File: config.mk
export PLATFORM = sky130hd
export DESIGN_NAME = instr_fetch_unit_flat
export DESIGN_NICKNAME = d
export VERILOG_FILES = /design/src/rtl/cpu_pkg.sv /design/src/rtl/instr_fetch_unit_if.sv /design/src/rtl/instr_fetch_unit_pc_counter.sv /design/src/rtl/instr_fetch_unit.sv /design/src/flat_wrapper.sv
export SDC_FILE = /design/constraint.sdc
export NUM_CORES = 1
export LEC_CHECK = 0
export ABC_CLOCK_PERIOD_IN_PS = 2300
export CAP_MARGIN = 20
export CORE_UTILIZATION = 25
export DETAILED_ROUTE_END_ITERATION = 10
export PLACE_DENSITY_LB_ADDON = 0.3
export SLEW_MARGIN = 20
export SYNTH_ARGS = -nofsm -noshare
export SYNTH_HDL_FRONTEND = slang
export SYNTH_SLANG_ARGS = --single-unit
File: constraint.sdc
create_clock -name clk -period 2.3 [get_ports clk]
set_input_delay 0.46 -clock clk [delete_from_list [all_inputs] [get_ports clk]]
set_output_delay 0.46 -clock clk [all_outputs]
set_load 0.05 [all_outputs]
File: src/rtl/cpu_pkg.sv
`default_nettype none
// ============================================================================
//  Package : cpu_pkg
//  Shared types and constants for the core's controller-side blocks.
//  Rev 1.0 - initial release
// ============================================================================
package cpu_pkg;

  // Instruction word width, matches the controller's IR input.
  localparam int IR_W = 16;

  // Opcode loaded into IR when a fetch is abandoned by the watchdog.
  localparam logic [IR_W-1:0] NOP_OPCODE = 16'h0000;

  // Fetch sequencer states.
  typedef enum logic [0:0] {
    IDLE = 1'b0,
    WAIT = 1'b1
  } ifu_state_t;

endpackage
`default_nettype wire

File: src/rtl/instr_fetch_unit_if.sv
`default_nettype none
// ============================================================================
//  Interface : instr_fetch_unit_if
//  Instruction memory read channel (request / valid handshake).
//  master = fetch unit, slave = instruction RAM.
//  Rev 1.0 - initial release
// ============================================================================
interface instr_fetch_unit_if #(
  parameter int ADDR_W = 8,
  parameter int IR_W   = 16
);
  logic              mem_rd;
  logic [ADDR_W-1:0] mem_addr;
  logic [IR_W-1:0]   mem_rdata;
  logic              mem_valid;

  modport master (
    output mem_rd,
    output mem_addr,
    input  mem_rdata,
    input  mem_valid
  );

  modport slave (
    input  mem_rd,
    input  mem_addr,
    output mem_rdata,
    output mem_valid
  );
endinterface
`default_nettype wire

File: src/rtl/instr_fetch_unit_pc_counter.sv
`default_nettype none
// ============================================================================
//  Module : pc_counter
//  Program counter register. A load wins outright; otherwise the PC advances
//  by the sum of the fetch-completion and control-word increments, wrapping
//  modulo 2^ADDR_W.
//  Rev 1.0 - initial release
// ============================================================================
module pc_counter #(
  parameter int ADDR_W = 8
) (
  input  wire logic              clk,
  input  wire logic              reset,
  input  wire logic              load,
  input  wire logic [ADDR_W-1:0] load_val,
  input  wire logic              inc_done,
  input  wire logic              inc_ctl,
  output logic [ADDR_W-1:0]      pc
);

  logic [ADDR_W-1:0] pc_q;
  logic [ADDR_W-1:0] pc_d;
  logic [1:0]        step;

  // Next PC: load has priority, else add 0, 1 or 2 (natural wrap).
  always_comb begin
    step = {1'b0, inc_done} + {1'b0, inc_ctl};
    if (load) begin
      pc_d = load_val;
    end else begin
      pc_d = pc_q + ADDR_W'(step);
    end
  end

  // PC register with synchronous reset to address 0.
  always_ff @(posedge clk) begin
    if (reset) begin
      pc_q <= '0;
    end else begin
      pc_q <= pc_d;
    end
  end

  assign pc = pc_q;

endmodule
`default_nettype wire

File: src/rtl/instr_fetch_unit.sv
`default_nettype none
// ============================================================================
//  Module : instr_fetch_unit
//  Owns PC and IR. Issues one instruction-memory read per fetch request,
//  latches the returned word into IR and pulses ir_valid.
//  Optional macro IFU_TIMEOUT_EN: abandons a fetch after TIMEOUT cycles in
//  WAIT, loads NOP into IR and sets the sticky err flag.
//  Rev 1.0 - initial release
// ============================================================================
module instr_fetch_unit #(
  parameter int ADDR_W  = 8,
  parameter int IR_W    = 16,
  parameter int TIMEOUT = 16
) (
  input  wire logic              clk,
  input  wire logic              reset,
  input  wire logic              fetch_req,
  input  wire logic              pc_inc,
  input  wire logic              pc_load,
  input  wire logic [ADDR_W-1:0] pc_load_val,
  instr_fetch_unit_if.master     mem,
  output logic [IR_W-1:0]        IR,
  output logic                   ir_valid,
  output logic                   busy,
  output logic [ADDR_W-1:0]      pc,
  output logic                   err
);

  import cpu_pkg::*;

  ifu_state_t        state_q, state_d;
  logic              mem_rd_q, mem_rd_d;
  logic [ADDR_W-1:0] mem_addr_q, mem_addr_d;
  logic [IR_W-1:0]   ir_q, ir_d;
  logic              ir_valid_q, ir_valid_d;
  logic              done;
  logic              tmo;
  logic [ADDR_W-1:0] fetch_addr;

  // A jump in the request cycle is fetched directly, not the stale PC.
  assign fetch_addr = pc_load ? pc_load_val : pc;
  assign done       = (state_q == WAIT) && mem.mem_valid;

  pc_counter #(
    .ADDR_W (ADDR_W)
  ) u_pc_counter (
    .clk      (clk),
    .reset    (reset),
    .load     (pc_load),
    .load_val (pc_load_val),
    .inc_done (done),
    .inc_ctl  (pc_inc),
    .pc       (pc)
  );

`ifdef IFU_TIMEOUT_EN
  localparam int c_cnt_w = (TIMEOUT > 1) ? $clog2(TIMEOUT) : 1;

  logic [c_cnt_w-1:0] cnt_q, cnt_d;
  logic               err_q, err_d;

  // Expiry on the TIMEOUT-th WAIT cycle; valid data in that cycle wins.
  assign tmo = (state_q == WAIT) && !mem.mem_valid &&
               (cnt_q == c_cnt_w'(TIMEOUT - 1));

  // Counter held at zero in IDLE so every WAIT starts from a clean count.
  always_comb begin
    cnt_d = '0;
    err_d = err_q | tmo;
    if (state_q == WAIT) begin
      cnt_d = cnt_q + c_cnt_w'(1);
    end
  end

  // Watchdog counter and sticky error flag.
  always_ff @(posedge clk) begin
    if (reset) begin
      cnt_q <= '0;
      err_q <= 1'b0;
    end else begin
      cnt_q <= cnt_d;
      err_q <= err_d;
    end
  end

  assign err = err_q;
`else
  assign tmo = 1'b0;
  assign err = 1'b0;

  // TIMEOUT only matters with the watchdog built in.
  if (TIMEOUT < 1) begin : g_timeout_unused
  end
`endif

  // State and registered outputs.
  always_ff @(posedge clk) begin
    if (reset) begin
      state_q    <= IDLE;
      mem_rd_q   <= 1'b0;
      mem_addr_q <= '0;
      ir_q       <= '0;
      ir_valid_q <= 1'b0;
    end else begin
      state_q    <= state_d;
      mem_rd_q   <= mem_rd_d;
      mem_addr_q <= mem_addr_d;
      ir_q       <= ir_d;
      ir_valid_q <= ir_valid_d;
    end
  end

  // Next state: requests are only taken in IDLE; WAIT ends on data or expiry.
  always_comb begin
    state_d = state_q;
    case (state_q)
      IDLE:    if (fetch_req) state_d = WAIT;
      WAIT:    if (mem.mem_valid || tmo) state_d = IDLE;
      default: state_d = IDLE;
    endcase
  end

  // Output next values; address is captured once and held for the fetch.
  always_comb begin
    mem_rd_d   = mem_rd_q;
    mem_addr_d = mem_addr_q;
    ir_d       = ir_q;
    ir_valid_d = 1'b0;
    case (state_q)
      IDLE: begin
        if (fetch_req) begin
          mem_rd_d   = 1'b1;
          mem_addr_d = fetch_addr;
        end
      end
      WAIT: begin
        if (mem.mem_valid) begin
          ir_d       = mem.mem_rdata;
          ir_valid_d = 1'b1;
          mem_rd_d   = 1'b0;
        end else if (tmo) begin
          ir_d       = IR_W'(NOP_OPCODE);
          ir_valid_d = 1'b1;
          mem_rd_d   = 1'b0;
        end
      end
      default: mem_rd_d = 1'b0;
    endcase
  end

  assign mem.mem_rd   = mem_rd_q;
  assign mem.mem_addr = mem_addr_q;
  assign IR           = ir_q;
  assign ir_valid     = ir_valid_q;
  assign busy         = mem_rd_q;

endmodule
`default_nettype wire

File: src/flat_wrapper.sv
// flat-port wrapper written by rule: the top's interface ports become plain ports
module instr_fetch_unit_flat import cpu_pkg::*;
#(
  parameter int ADDR_W  = 8,
  parameter int IR_W    = 16,
  parameter int TIMEOUT = 16
)
  (clk, reset, fetch_req, pc_inc, pc_load, pc_load_val, IR, ir_valid, busy, pc, err, mem_mem_rd, mem_mem_addr, mem_mem_rdata, mem_mem_valid);
  instr_fetch_unit_if #(.ADDR_W(ADDR_W), .IR_W(IR_W)) mem_i ();
  input  wire logic clk;
  input  wire logic reset;
  input  wire logic fetch_req;
  input  wire logic pc_inc;
  input  wire logic pc_load;
  input  wire logic [ADDR_W-1:0] pc_load_val;
  output logic [IR_W-1:0] IR;
  output logic ir_valid;
  output logic busy;
  output logic [ADDR_W-1:0] pc;
  output logic err;
  output wire logic [$bits(mem_i.mem_rd)-1:0] mem_mem_rd;
  output wire logic [$bits(mem_i.mem_addr)-1:0] mem_mem_addr;
  input wire logic [$bits(mem_i.mem_rdata)-1:0] mem_mem_rdata;
  input wire logic [$bits(mem_i.mem_valid)-1:0] mem_mem_valid;
  assign mem_mem_rd = mem_i.mem_rd;
  assign mem_mem_addr = mem_i.mem_addr;
  assign mem_i.mem_rdata = mem_mem_rdata;
  assign mem_i.mem_valid = mem_mem_valid;
  instr_fetch_unit #(.ADDR_W(ADDR_W), .IR_W(IR_W), .TIMEOUT(TIMEOUT)) u_core (.clk(clk), .reset(reset), .fetch_req(fetch_req), .pc_inc(pc_inc), .pc_load(pc_load), .pc_load_val(pc_load_val), .mem(mem_i), .IR(IR), .ir_valid(ir_valid), .busy(busy), .pc(pc), .err(err));
endmodule
# Word-level counts from Yosys, hierarchy flattened
# Cells that the tools add are included.
dict set report op_classes {
  n_addsub 2
  n_eq_ne 2
  muxes 9
  n_bitwise 1
  n_reduce_logical 5
}
# cell count
set ops {}
lappend ops {{8-bit 2-to-1 mux} 2}
lappend ops {{8-bit by 2-bit adder with 8-bit output} 1}
lappend ops {{2-bit AND reduction} 3}
lappend ops {{1-bit 2-to-1 mux} 5}
lappend ops {{2-bit != test (second input constant)} 2}
lappend ops {{1-bit one-hot mux with 2 select lines} 2}
lappend ops {{1-bit by 1-bit adder with 2-bit output} 1}
lappend ops {{2-bit OR reduction} 1}
lappend ops {{1-bit logical AND} 1}
lappend ops {{1-bit NOT} 1}
dict set report totals {
  regBits 35
  inputBits 30
  output_inout_bits 36
  word_cells 25
}

# Logic depth before layout (Yosys ltp)
dict set report depth {
  word_depth 4
  ltp_mapped 10
  depth_no_buf 8
}

# By module
# Synthesis repeated with hierarchy kept, for this count alone.
dict set report hier_totals {
  cells_unflattened 168
  area_unflattened_um2 1502.7
}
# module instances cells_per_inst area_each_um2 seq_area_each_um2
set modules_own_cells {}
lappend modules_own_cells {instr_fetch_unit 1 118 1042.2 540.5}
lappend modules_own_cells {pc_counter 1 50 460.4 160.2}

# Least setup slack after synthesis
# Ideal clock, no wire load.
dict set report synth_timing {
  path_type {input-to-reg}
  startpoint {input port mem_mem_valid}
  endpoint {register u_core.u_pc_counter.pc_q[7], in the netlist u_core.u_pc_counter.pc[7]}
  setup_ns 0.121
  arrival_time_ns 2.026
  t_required_ns 2.179
  path_slack_ns 0.153
  stages 8
  n_path_buf 2
  path_cell_list {and2_1 > buf_2 > inv_2 > buf_4 > fa_1 > nor2b_1 > nand4_1 > mux2_4}
}
dict set report synth_via {
  elab_chain_cells 4
}
# item line
set synth_rtl {}
lappend synth_rtl {{start, declared} flat_wrapper.sv:24} ;# input wire logic [$bits(mem_i.mem_valid)-1:0] mem_mem_valid;
lappend synth_rtl {{1-bit logical AND} instr_fetch_unit.sv:42} ;# assign done = (state_q == WAIT) && mem.mem_valid;
lappend synth_rtl {{1-bit by 1-bit adder with 2-bit output} instr_fetch_unit_pc_counter.sv:27} ;# step = {1'b0, inc_done} + {1'b0, inc_ctl};
lappend synth_rtl {{8-bit by 2-bit adder with 8-bit output} instr_fetch_unit_pc_counter.sv:31} ;# pc_d = pc_q + ADDR_W'(step);
lappend synth_rtl {{8-bit 2-to-1 mux} instr_fetch_unit_pc_counter.sv:28} ;# if (load) begin
lappend synth_rtl {{end signal, assigned} instr_fetch_unit_pc_counter.sv:40} ;# pc_q <= pc_d;
lappend synth_rtl {{end, declared} instr_fetch_unit_pc_counter.sv:21} ;# logic [ADDR_W-1:0] pc_q;
# Every way passes these cells.
# A chain may end at the register's enable or synchronous reset.

# Final worst setup path
# Ends and elaborated chain as after synthesis.

==> results.json <==
{
  "clk_pin_slew_ns": 0.07,
  "cts_hold_repair.buffers": 0,
  "power.density_nw_per_um2": 656,
  "crit_arrival_ns": 2.25,
  "dpl_cell_area_um2": 2140,
  "cts_tree": "done",
  "drive_above_1_share_pct": 6.96,
  "start_util_pct": 25.9,
  "switchingPower_mw": 0.453,
  "grt-ovfl-total": 0,
  "dieArea_um2": 6010,
  "ys_types": 28,
  "synthesis.nets": 195,
  "vias": 1283,
  "clockRootBuffer": "clkbuf_8",
  "final_cells": 302,
  "worstSetupStartpointType": "input port",
  "ant_nets": 0,
  "ys_seq_elements": 35,
  "io_pins": 66,
  "firstDrtPassIters": 2,
  "comb_power_share_pct": 25.2,
  "hold_viol_final": 0,
  "setup_viol": 0,
  "fin_skew_ns": 0.00180,
  "synth_flop_cell": "dfxtp_1",
  "insertion_delay_ns": 0.28,
  "worstSetupPathType": "input port to register",
  "grt_pass1_wl_um": 5720,
  "grt.busiest_layer": "met2",
  "synth_top_cell_by_area": "dfxtp_1",
  "fin_tns_setup_ns": 0,
  "worstSetupStartpoint": "mem_mem_valid",
  "peakVddDrop_mv": 0.200,
  "core_um2": 5510,
  "r2r_cells": 6,
  "cts_buffers": 5,
  "clock-sinks": 35,
  "required_ns": 2.47,
  "drc_errors": 0,
  "reg2reg_from": "u_core.state_q",
  "switching_share_pct": 31.1,
  "num-nets-final": 261,
  "placed_cells": 294,
  "ys_async_sr_fraction_pct": 0,
  "power.clock.fraction_pct": 28.9,
  "area_delta_synth_final_pct": 55.8,
  "end_kind": "register",
  "leakagePower_nw": 0.857,
  "nFillCells": 577,
  "cts_max_level": 2,
  "fin_crit_sh_pct": 90.3,
  "design_area_um2": 2220,
  "relSlewSlack_pct": 64.3,
  "wl_per_cell_um": 11.7,
  "antenna_found_initial": 0,
  "fp.dieW_um": 77.5,
  "rsz0062_at_grt": "false",
  "yosys_warnings": 0,
  "grt_use_met1_pct": 15.8,
  "dp_hpwl_um": 2520,
  "grt_max_degree": 21,
  "clk_path_buf_depth": 2,
  "power_mw": 1.46,
  "max_freq_ghz": 0.482,
  "syn_inst": 163,
  "finalMaxSlewViolations": 0,
  "r2r_slack_ns": 0.53,
  "p_seq_share_pct": 45.9,
  "gp_congestion": 0.750,
  "num_antenna_cells": 0,
  "die_y_um": 77.5,
  "whs_ns": 0.455,
  "grt_use_met2_pct": 19.1,
  "cp-endpoint": "u_core.u_pc_counter.pc[7]",
  "rows": 27,
  "drt-total-wl_um": 3550,
  "postCtsSetupBuffers": 0,
  "synth.most_common_cell": "dfxtp_1",
  "yosys-top-cells-area": "dfxtp_1 (49%), nand2_1 (8.7%), mux2i_1 (7.0%)",
  "grt_usage_pct": 12.4,
  "grt_pass1_vias": 1238,
  "vias_per_cell": 4.25,
  "cts_resized": 0,
  "synth_top_cells_by_count": "dfxtp_1 (35), nand2_1 (33), a21oi_1 (18), nor2_1 (17), a211oi_1 (11)",
  "synth_edf_count": 0,
  "synthesis.area_um2": 1430,
  "port_buffers": 64,
  "hold_class": "register to register",
  "dr.first_iter.drc_count": 34,
  "yosysSeqAreaShare_pct": 49.2,
  "period_minus_slack_ns": 2.08,
  "status": "complete, no violations",
  "internal_power_mw": 1.00,
  "r2r_end": "u_core.u_pc_counter.pc[7]",
  "cap_violations": 0,
  "postSynthAreaPerCell_um2": 8.74,
  "critPathMaxFanout": 5,
  "grtUsageMet3_pct": 3.53,
  "synth_top_area_share_pct": 49.2,
  "tightest_slew_ns": 0.534
}
sequential cells by signal, summed over array words and instances (netlist names):
signal	flops
u_core.IR	16
u_core.busy	1
u_core.ir_valid	1
u_core.mem.mem_addr	8
u_core.state_q	1
u_core.u_pc_counter.pc	8
worst max-delay path, cell delays in order:
cell and delay [ns]:
clkdlybuf4s50_1 0.46, and2_1 0.16, inv_2 0.05, fa_1 0.38, nor2b_1 0.26, nand4_1 0.16, mux2_4 0.31
per-stage QoR:
step           setup slack (ns)  utilization, %
6_report                  0.223            40.3
5_1_grt                   0.102            40.3
4_1_cts                   0.229            40.3
3_5_place_dp            -0.0643            38.9
3_3_place_gp            -0.0494            38.9
2_1_floorplan             0.153               -
layout by cell type, fill, tap and decap left out, types with 2 or more instances in the layout:
master | Yosys | final
a211oi_1 | 11 | 11
a21oi_1 | 18 | 18
and4b_1 | 2 | 2
buf_4 | 4 | 8
clkbuf_1 | 4 | 2
clkbuf_8 | 0 | 5
clkdlybuf4s50_1 | 0 | 64
dfxtp_1 | 35 | 35
inv_1 | 5 | 5
mux2i_1 | 10 | 10
nand2_1 | 33 | 33
nand3_1 | 2 | 2
nor2_1 | 17 | 17
nor2b_1 | 2 | 2
nor3_1 | 2 | 2
worst min-delay path by stage:
stage / cells after the start / start / end
2_1_floorplan: 2 / u_core.state_q / u_core.state_q
3_3_place_gp: 2 / u_core.IR[1] / u_core.IR[1]
3_5_place_dp: 2 / u_core.IR[0] / u_core.IR[0]
4_1_cts: 2 / u_core.IR[0] / u_core.IR[0]
5_1_grt: 2 / u_core.IR[7] / u_core.IR[7]
6_report: 2 / u_core.IR[2] / u_core.IR[2]
kinds of logic (layout without fill, tap and decap cells):
kind of cell	Yosys count	after routing	share of synthesized area (%)
AOI/OAI and AO/OA	31	31	13.3
DFF	35	35	49.2
and+or+nand+nor	62	62	18.8
adders and majority gates	2	2	2.28
xor gates and xnor gates	2	2	1.23
buffers and inverters	19	86	6.94
muxes	11	11	8.08
other	1	1	0.263
power by group through the flow:
stage	Clock, mW	Sequential [mW]	Combinational (mW)
floorplan	0	0.801	0.107
global placement	0	0.683	0.369
detailed placement	0	0.684	0.369
CTS	0.443	0.670	0.370
global route	0.465	0.675	0.392
finish	0.420	0.669	0.367
cell type report:
class	count	area, um2	area share, %
clock buffers	7	76.3	3.44
clock inverters	1	5.00	0.225
inverters	6	22.5	1.01
multi-input cells	109	626	28.2
flip-flops and latches	35	701	31.5
well taps	72	90.1	4.06
repair buffers	72	701	31.5
per-layer routing:
layer,wire (um),vias up
li1,-,672
met1,1740,573
met2,1560,32
met3,169,6
met4,74,0
met5,0,-
No activity file was read; power rests on OpenSTA's default activity.
